==> src/rtl/ofs_plat_prim_burstcount1_write_gen.sv <==
// Burst write generator: merges a burst command stream (address plus
// origin-1 burst count) with a write-data beat stream into an Avalon-MM
// write channel. Address and burstcount are held for the whole burst and
// every beat carries SOP/EOP flags.
//
// Handshake rule for every stream here: a transfer happens on a rising
// clock edge where valid && ready are both high. Valid never depends on
// ready. Ready may depend combinationally on valid.
module ofs_plat_prim_burstcount1_write_gen #(
  parameter int ADDR_WIDTH      = 32,
  parameter int DATA_WIDTH      = 512,
  parameter int BURST_CNT_WIDTH = 7
) (
  input  logic                        clk,
  input  logic                        reset_n,

  input  logic                        cmd_valid,
  output logic                        cmd_ready,
  input  logic [ADDR_WIDTH-1:0]       cmd_address,
  input  logic [BURST_CNT_WIDTH-1:0]  cmd_burstcount,

  input  logic                        wr_valid,
  output logic                        wr_ready,
  input  logic [DATA_WIDTH-1:0]       wr_data,
  input  logic [DATA_WIDTH/8-1:0]     wr_byteenable,

  output logic                        avm_write,
  input  logic                        avm_waitrequest,
  output logic [ADDR_WIDTH-1:0]       avm_address,
  output logic [BURST_CNT_WIDTH-1:0]  avm_burstcount,
  output logic [DATA_WIDTH-1:0]       avm_writedata,
  output logic [DATA_WIDTH/8-1:0]     avm_byteenable,
  output logic                        avm_sop,
  output logic                        avm_eop,

  output logic                        err_burst0,

  // Debug visibility of the internal burst tracker.
  output logic                        dbg_state,
  output logic [BURST_CNT_WIDTH-1:0]  dbg_beats_rem
);

  typedef enum logic {
    IDLE = 1'b0,
    BUSY = 1'b1
  } state_t;

  state_t                       state;
  logic [BURST_CNT_WIDTH-1:0]   beats_rem;

  logic load_en;
  logic bc_zero;
  logic first_load;
  logic next_load;
  logic drop_cmd;

  // The output register can take a new beat when it is empty or its beat
  // is retiring this cycle.
  assign load_en = !avm_write || !avm_waitrequest;
  assign bc_zero = (cmd_burstcount == '0);

  // Ready generation. A zero-length command is discarded without a data
  // beat; it is still gated by load_en so nothing is accepted while the
  // Avalon side is stalled.
  always_comb begin
    cmd_ready = 1'b0;
    wr_ready  = 1'b0;
    case (state)
      IDLE: begin
        if (cmd_valid) begin
          if (bc_zero) begin
            cmd_ready = load_en;
          end else begin
            cmd_ready = wr_valid && load_en;
            wr_ready  = load_en;
          end
        end
      end
      BUSY: begin
        wr_ready = load_en;
      end
      default: begin
        cmd_ready = 1'b0;
        wr_ready  = 1'b0;
      end
    endcase
  end

  assign first_load = (state == IDLE) && cmd_valid && !bc_zero &&
                      cmd_ready && wr_valid;
  assign next_load  = (state == BUSY) && wr_valid && wr_ready;
  assign drop_cmd   = (state == IDLE) && cmd_valid && bc_zero && cmd_ready;

  // Burst FSM and output beat register. Data fields are only meaningful
  // while avm_write is set, so they are not reset.
  always_ff @(posedge clk) begin
    if (!reset_n) begin
      state      <= IDLE;
      beats_rem  <= '0;
      avm_write  <= 1'b0;
      avm_sop    <= 1'b0;
      avm_eop    <= 1'b0;
      err_burst0 <= 1'b0;
    end else begin
      if (drop_cmd) begin
        err_burst0 <= 1'b1;
      end

      if (load_en) begin
        if (first_load) begin
          avm_write      <= 1'b1;
          avm_sop        <= 1'b1;
          avm_eop        <= (cmd_burstcount == BURST_CNT_WIDTH'(1));
          avm_address    <= cmd_address;
          avm_burstcount <= cmd_burstcount;
          avm_writedata  <= wr_data;
          avm_byteenable <= wr_byteenable;
          beats_rem      <= cmd_burstcount - 1'b1;
          state          <= (cmd_burstcount == BURST_CNT_WIDTH'(1)) ? IDLE : BUSY;
        end else if (next_load) begin
          avm_write      <= 1'b1;
          avm_sop        <= 1'b0;
          avm_eop        <= (beats_rem == BURST_CNT_WIDTH'(1));
          avm_writedata  <= wr_data;
          avm_byteenable <= wr_byteenable;
          beats_rem      <= beats_rem - 1'b1;
          if (beats_rem == BURST_CNT_WIDTH'(1)) begin
            state <= IDLE;
          end
        end else begin
          avm_write <= 1'b0;
          avm_sop   <= 1'b0;
          avm_eop   <= 1'b0;
        end
      end
    end
  end

  assign dbg_state     = state;
  assign dbg_beats_rem = beats_rem;

endmodule

==> config.mk <==
export PLATFORM = sky130hd
export DESIGN_NAME = ofs_plat_prim_burstcount1_write_gen
export DESIGN_NICKNAME = d
export VERILOG_FILES = /design/src/rtl/ofs_plat_prim_burstcount1_write_gen.sv
export SDC_FILE = /design/constraint.sdc
export NUM_CORES = 1
export LEC_CHECK = 0
export CORE_AREA = 2 2 483 485
export CTS_CLUSTER_SIZE = 30
export DETAILED_ROUTE_END_ITERATION = 8
export DIE_AREA = 0 0 485 487
export HOLD_SLACK_MARGIN = 0.03
export MAX_ROUTING_LAYER = met4
export PLACE_DENSITY_LB_ADDON = 0.15
export SYNTH_ARGS = -nofsm -noshare
export SYNTH_HDL_FRONTEND = slang
export SYNTH_SLANG_ARGS = --single-unit
==> constraint.sdc <==
create_clock -name clk -period 105.3 [get_ports clk]
set_input_delay 10.53 -clock clk [delete_from_list [all_inputs] [get_ports clk]]
set_output_delay 10.53 -clock clk [all_outputs]
set_load 0.005 [all_outputs]
After elaboration in Yosys (flattened, before gate mapping)
Cells that the tools add are included.
{ "word_totals": {"register_bits": 627, "in_bits": 620, "output_inout_bits": 629, "elab_cells": 56} }
{ "classes": {"add_sub_neg": 2, "eq_ne": 2, "muxes": 21, "bitwise": 1, "reduce_logical": 20} }
{ "ops": {"columns": ["cell", "count"], "rows": [
  ["$mux W512", 2],
  ["$mux W64", 2],
  ["$eq A7 B1 Y1 const B", 2],
  ["$mux W1", 14],
  ["$mux W7", 2],
  ["$sub A7 B1 Y7 const B", 2],
  ["$logic_and A1 B1 Y1", 9],
  ["$reduce_and A3 Y1", 3],
  ["$logic_not A7 Y1", 1],
  ["$reduce_bool A2 Y1", 2],
  ["$logic_not A1 Y1", 3],
  ["$pmux W1 S2", 1],
  ["$reduce_and A2 Y1", 1],
  ["$logic_or A1 B1 Y1", 1],
  ["$not A1 Y1", 1]
]} }

Longest topological paths before layout
{ "depth": {"ltp_word": 10, "mapped_depth": 7, "mapped_depth_nobuf": 6} }

Worst setup path after synthesis
Ideal clock, no wire load.
{ "synth_timing": {"kind": "input-to-reg", "startpoint": "input port wr_valid", "endpoint": "register avm_byteenable[0], enable pin", "setup_time_ns": 1.710, "arrival_time_ns": 38.725, "required_ns": 103.590, "path_slack_ns": 64.865, "path_stages": 5, "n_path_buf": 1, "path_cell_list": "a21boi_1 -> and2_1 -> clkbuf_1 -> nand2_1 -> a21oi_1"} }
{ "synth_between": {"elab_chain_len": 8, "elab_cells_between_ends": 10, "classes_between": "mux (3); reduce/logical (7)"} }
{ "synth_lines": {"columns": ["element", "line", "rtl"], "rows": [
  ["start: declaration", "22", "input logic wr_valid,"],
  ["$logic_and A1 B1 Y1", "74", "cmd_ready = wr_valid && load_en;"],
  ["$mux W1", "71", "if (bc_zero) begin"],
  ["$mux W1", "70", "if (cmd_valid) begin"],
  ["$mux W1", "68", "case (state)"],
  ["$logic_and A1 B1 Y1", "89", "assign first_load = (state == IDLE) && cmd_valid && !bc_zero &&"],
  ["$logic_and A1 B1 Y1", "90", "cmd_ready && wr_valid;"],
  ["$reduce_bool A2 Y1 (no source line) (*)", null, null],
  ["$reduce_and A3 Y1 (no source line) (*)", null, null],
  ["end signal: assignment", "117", "avm_byteenable <= wr_byteenable;"],
  ["end signal: assignment", "125", "avm_byteenable <= wr_byteenable;"],
  ["end: declaration", "32", "output logic [DATA_WIDTH/8-1:0] avm_byteenable,"]
]} }
Mark *: on every way between the ends. The rest lies on a longest branch, timed or not.
A chain may end at the register's enable or synchronous reset.

Worst setup path in the final report
{ "layout_timing": {"startpoint": "input port cmd_burstcount[3]", "endpoint": "output port cmd_ready"} }
{ "layout_between": {"elab_chain_len": 4} }
{ "layout_lines": {"columns": ["element", "line", "rtl"], "rows": [
  ["start: declaration", "20", "input logic [BURST_CNT_WIDTH-1:0] cmd_burstcount,"],
  ["$logic_not A7 Y1", "60", "assign bc_zero = (cmd_burstcount == '0);"],
  ["$mux W1", "71", null],
  ["$mux W1", "70", null],
  ["$mux W1", "68", null],
  ["end: declaration", "18", "output logic cmd_ready,"]
]} }
Every way passes these cells.

==> run metrics <==
outcome finished clean; Crit-path slowest cell or4_4; most frequently used flop master after synthesis edfxtp_1; unrepaired setup endpoints after global routing no; Synth Net Count about 1300; Clock Latency Late Sink just over 0.7 ns; Hold Path End err_burst0$_SDFFE_PN0P_; deepest clock path buffer count 3; fin crit share 0.223; worst endpoint required time 94.77 ns; hold crit path type flip-flop to flip-flop; Reg2Reg Setup Slack 99.52 ns; via count about 14000; Worst Path Max Fanout 10; post-synthesis average cell area ~27 µm²; Worst IR Drop VDD approximately 0.000011 V; Synth cell types 38; share of cells above drive strength 1 0.0697; residual DRC count 0; die area between 200000 and 250000 µm²; Die Height 487 µm; crit start category input pin; EDFF count, synth between 600 and 700; Ys Warns 0; Gate Count Post-Synth slightly above 700; most common cell after layout, fill and taps aside clkdlybuf4s50_1; Reg2Reg Launch Point avm_write$_SDFFE_PN0N_; total area of sequential cells between 15000 and 20000 µm²; Most common cell on crit path clkdlybuf4s50_1; Tot Pwr roughly 0.00067 W; slowest stage delay, CP 0.60 ns; DRT Pass-1 Iters 5; Hold Path Depth 1; row count around 180; Final ANT Viol Nets 0; Int Power 0.000509 W; nets@finish ~2700; setup_tns 0 ns; WP buf/inv 2; Worst R2R End avm_writedata[441]$_DFFE_PP_; relative slew slack 0.352; FMAX 0.0426 GHz; Fin Hold WS ~0.47 ns; Num CTS Buffers approximately 90; vias per cell about 2.6; global-route wire length before repair roughly 180000 µm; final setup violation count 0; max-cap violation count 0; drt first-iter violations approximately 580; largest net degree at the start of global routing slightly above 70; FFs w/ async S/R, synth 0; Sw Ratio 0.237; post-synthesis sequential area ratio 0.969; routability cong. a little over 0.8; Die Width slightly below 500 µm; CP cell instances clkdlybuf4s50_1, or4_4, or3_1, o21ai_0, clkdlybuf4s50_1; final wirelength ~150000 µm; Power per Cell Area approximately 17 nW/µm²; fillers between 20000 and 30000; Hold Buf Count CTS 0; Synth Register Bits 627; Clk pwr share 0.474; CTS resizes 0; initial antenna violation count ~200; H-tree depth 3; # IOs between 1000 and 1500; Slew Limit Fails 0; area of the multi-input gates between 500 and 600 µm²; hold path start err_burst0$_SDFFE_PN0P_; kind of critical path input pin to primary output; vias in the first global route roughly 14000; commonest cells after routing, fill and taps aside clkdlybuf4s50_1 (1248), edfxtp_1 (615), clkbuf_16 (94); Avg WL per Cell 28.0 µm; Leakage between 10 and 15 nW; R2R cell count 8; CTS sink cnt roughly 630; Fin. Hold Viols 0; combinational power share 0.089; Critical path origin cmd_burstcount[3]; Initial Util 0.0834; PortBufs roughly 1200; Final Skew roughly 0.025 ns; Seq pwr share 0.437; setup bufs post-CTS 0; area grow syn2layout 102%; hpwl dp between 100000 and 150000 µm; power dissipated by switching net loads between 0.00015 and 0.0002 W; Root Buffer clkbuf_16; Clk pin slew, worst setup/hold paths ~0.060 ns; CP Capture Type primary output; Tmin final 23.46 ns; CTS tree yes; Post-Syn Area slightly below 20000 µm²; critical path's top delay family simple AND/OR/NAND/NOR gates; CORE AREA 231000 µm²; gr ovfl total 0; Tightest Pin Transition about 0.97 ns; crit path DAT 12.93 ns; GRT Resource Usage Total 0.125
how the worst max path moves through the flow:
stage | endpoint | cells after the start | slack, ns
floorplan | avm_byteenable[0]$_DFFE_PP_ | 5 | 64.87
global placement | cmd_ready | 5 | 81.80
detailed placement | cmd_ready | 5 | 81.86
CTS | cmd_ready | 5 | 81.84
global route | cmd_ready | 5 | 81.67
finish | cmd_ready | 5 | 81.84
state kept, by name, summed over array words and instances, names as in the netlist:
signal          cells
avm_write           1
dbg_beats_rem       7
dbg_state           1
err_burst0          1
avm_writedata     512
avm_eop             1
avm_byteenable     64
avm_sop             1
avm_burstcount      7
avm_address        32
power groups by stage:
stage | clock (W) | sequential (W) | combinational, W
after floorplan | 0 | 0.000310 | 0.00000606
after global placement | 0 | 0.000297 | 0.0000620
after detailed placement | 0 | 0.000297 | 0.0000618
after CTS | 0.000335 | 0.000292 | 0.0000621
after global routing | 0.000341 | 0.000292 | 0.0000637
final | 0.000316 | 0.000291 | 0.0000596
area by class of cell:
cell class                      instances  share of cell area
Sequential cell                       627               0.480
Clock inverter                         48              0.0128
Tap cell                             3043              0.0977
Timing Repair Buffer                 1259               0.323
Clock buffer                          119              0.0643
Multi-Input combinational cell         81              0.0148
Inverter                                5            0.000482
Antenna cell                          109             0.00700
cells by family after synthesis:
logic type | share of synthesized area
AOI/OAI and AO/OA | 0.0121
buffers and inverters | 0.00233
adders and majority gates | 0.00259
xor gates and xnor gates | 0.00272
and+or+nand+nor | 0.0114
DFF | 0.969
synth_stat cells, types with 2 or more instances:
master,count,share of area
nor4_1,3,0.00097
xnor2_1,6,0.0027
nor3_1,6,0.0016
and2_1,2,0.00065
nand2_1,9,0.0017
a211oi_1,3,0.0012
o211a_1,4,0.0021
ha_1,4,0.0026
nor2_1,6,0.0012
a21boi_0,2,0.00078
nand3_1,7,0.0018
o21ai_0,2,0.00052
o31a_1,3,0.0014
dfxtp_1,12,0.012
edfxtp_1,615,0.96
a21oi_1,3,0.00078
clkbuf_1,3,0.00058
o21a_1,3,0.0012
inv_1,5,0.00097
nor2b_1,2,0.00065
through the flow:
step	std cells	cell area, µm²	setup WS (ns)	util
2_1_floorplan	718	19300	64.87	-
3_3_place_gp	5015	35700	81.80	0.154
3_5_place_dp	5015	35700	81.86	0.154
4_1_cts	5182	38700	81.84	0.167
5_1_grt	5289	39000	81.67	0.168
6_report	5291	39000	81.84	0.168
layer usage:
layer  GRT usage  wire length, µm
met5           -                0
met4      0.0266             3150
met3      0.0975            24800
met2       0.188            65700
met1       0.127            54700
Power figures use the tool's default switching activity.
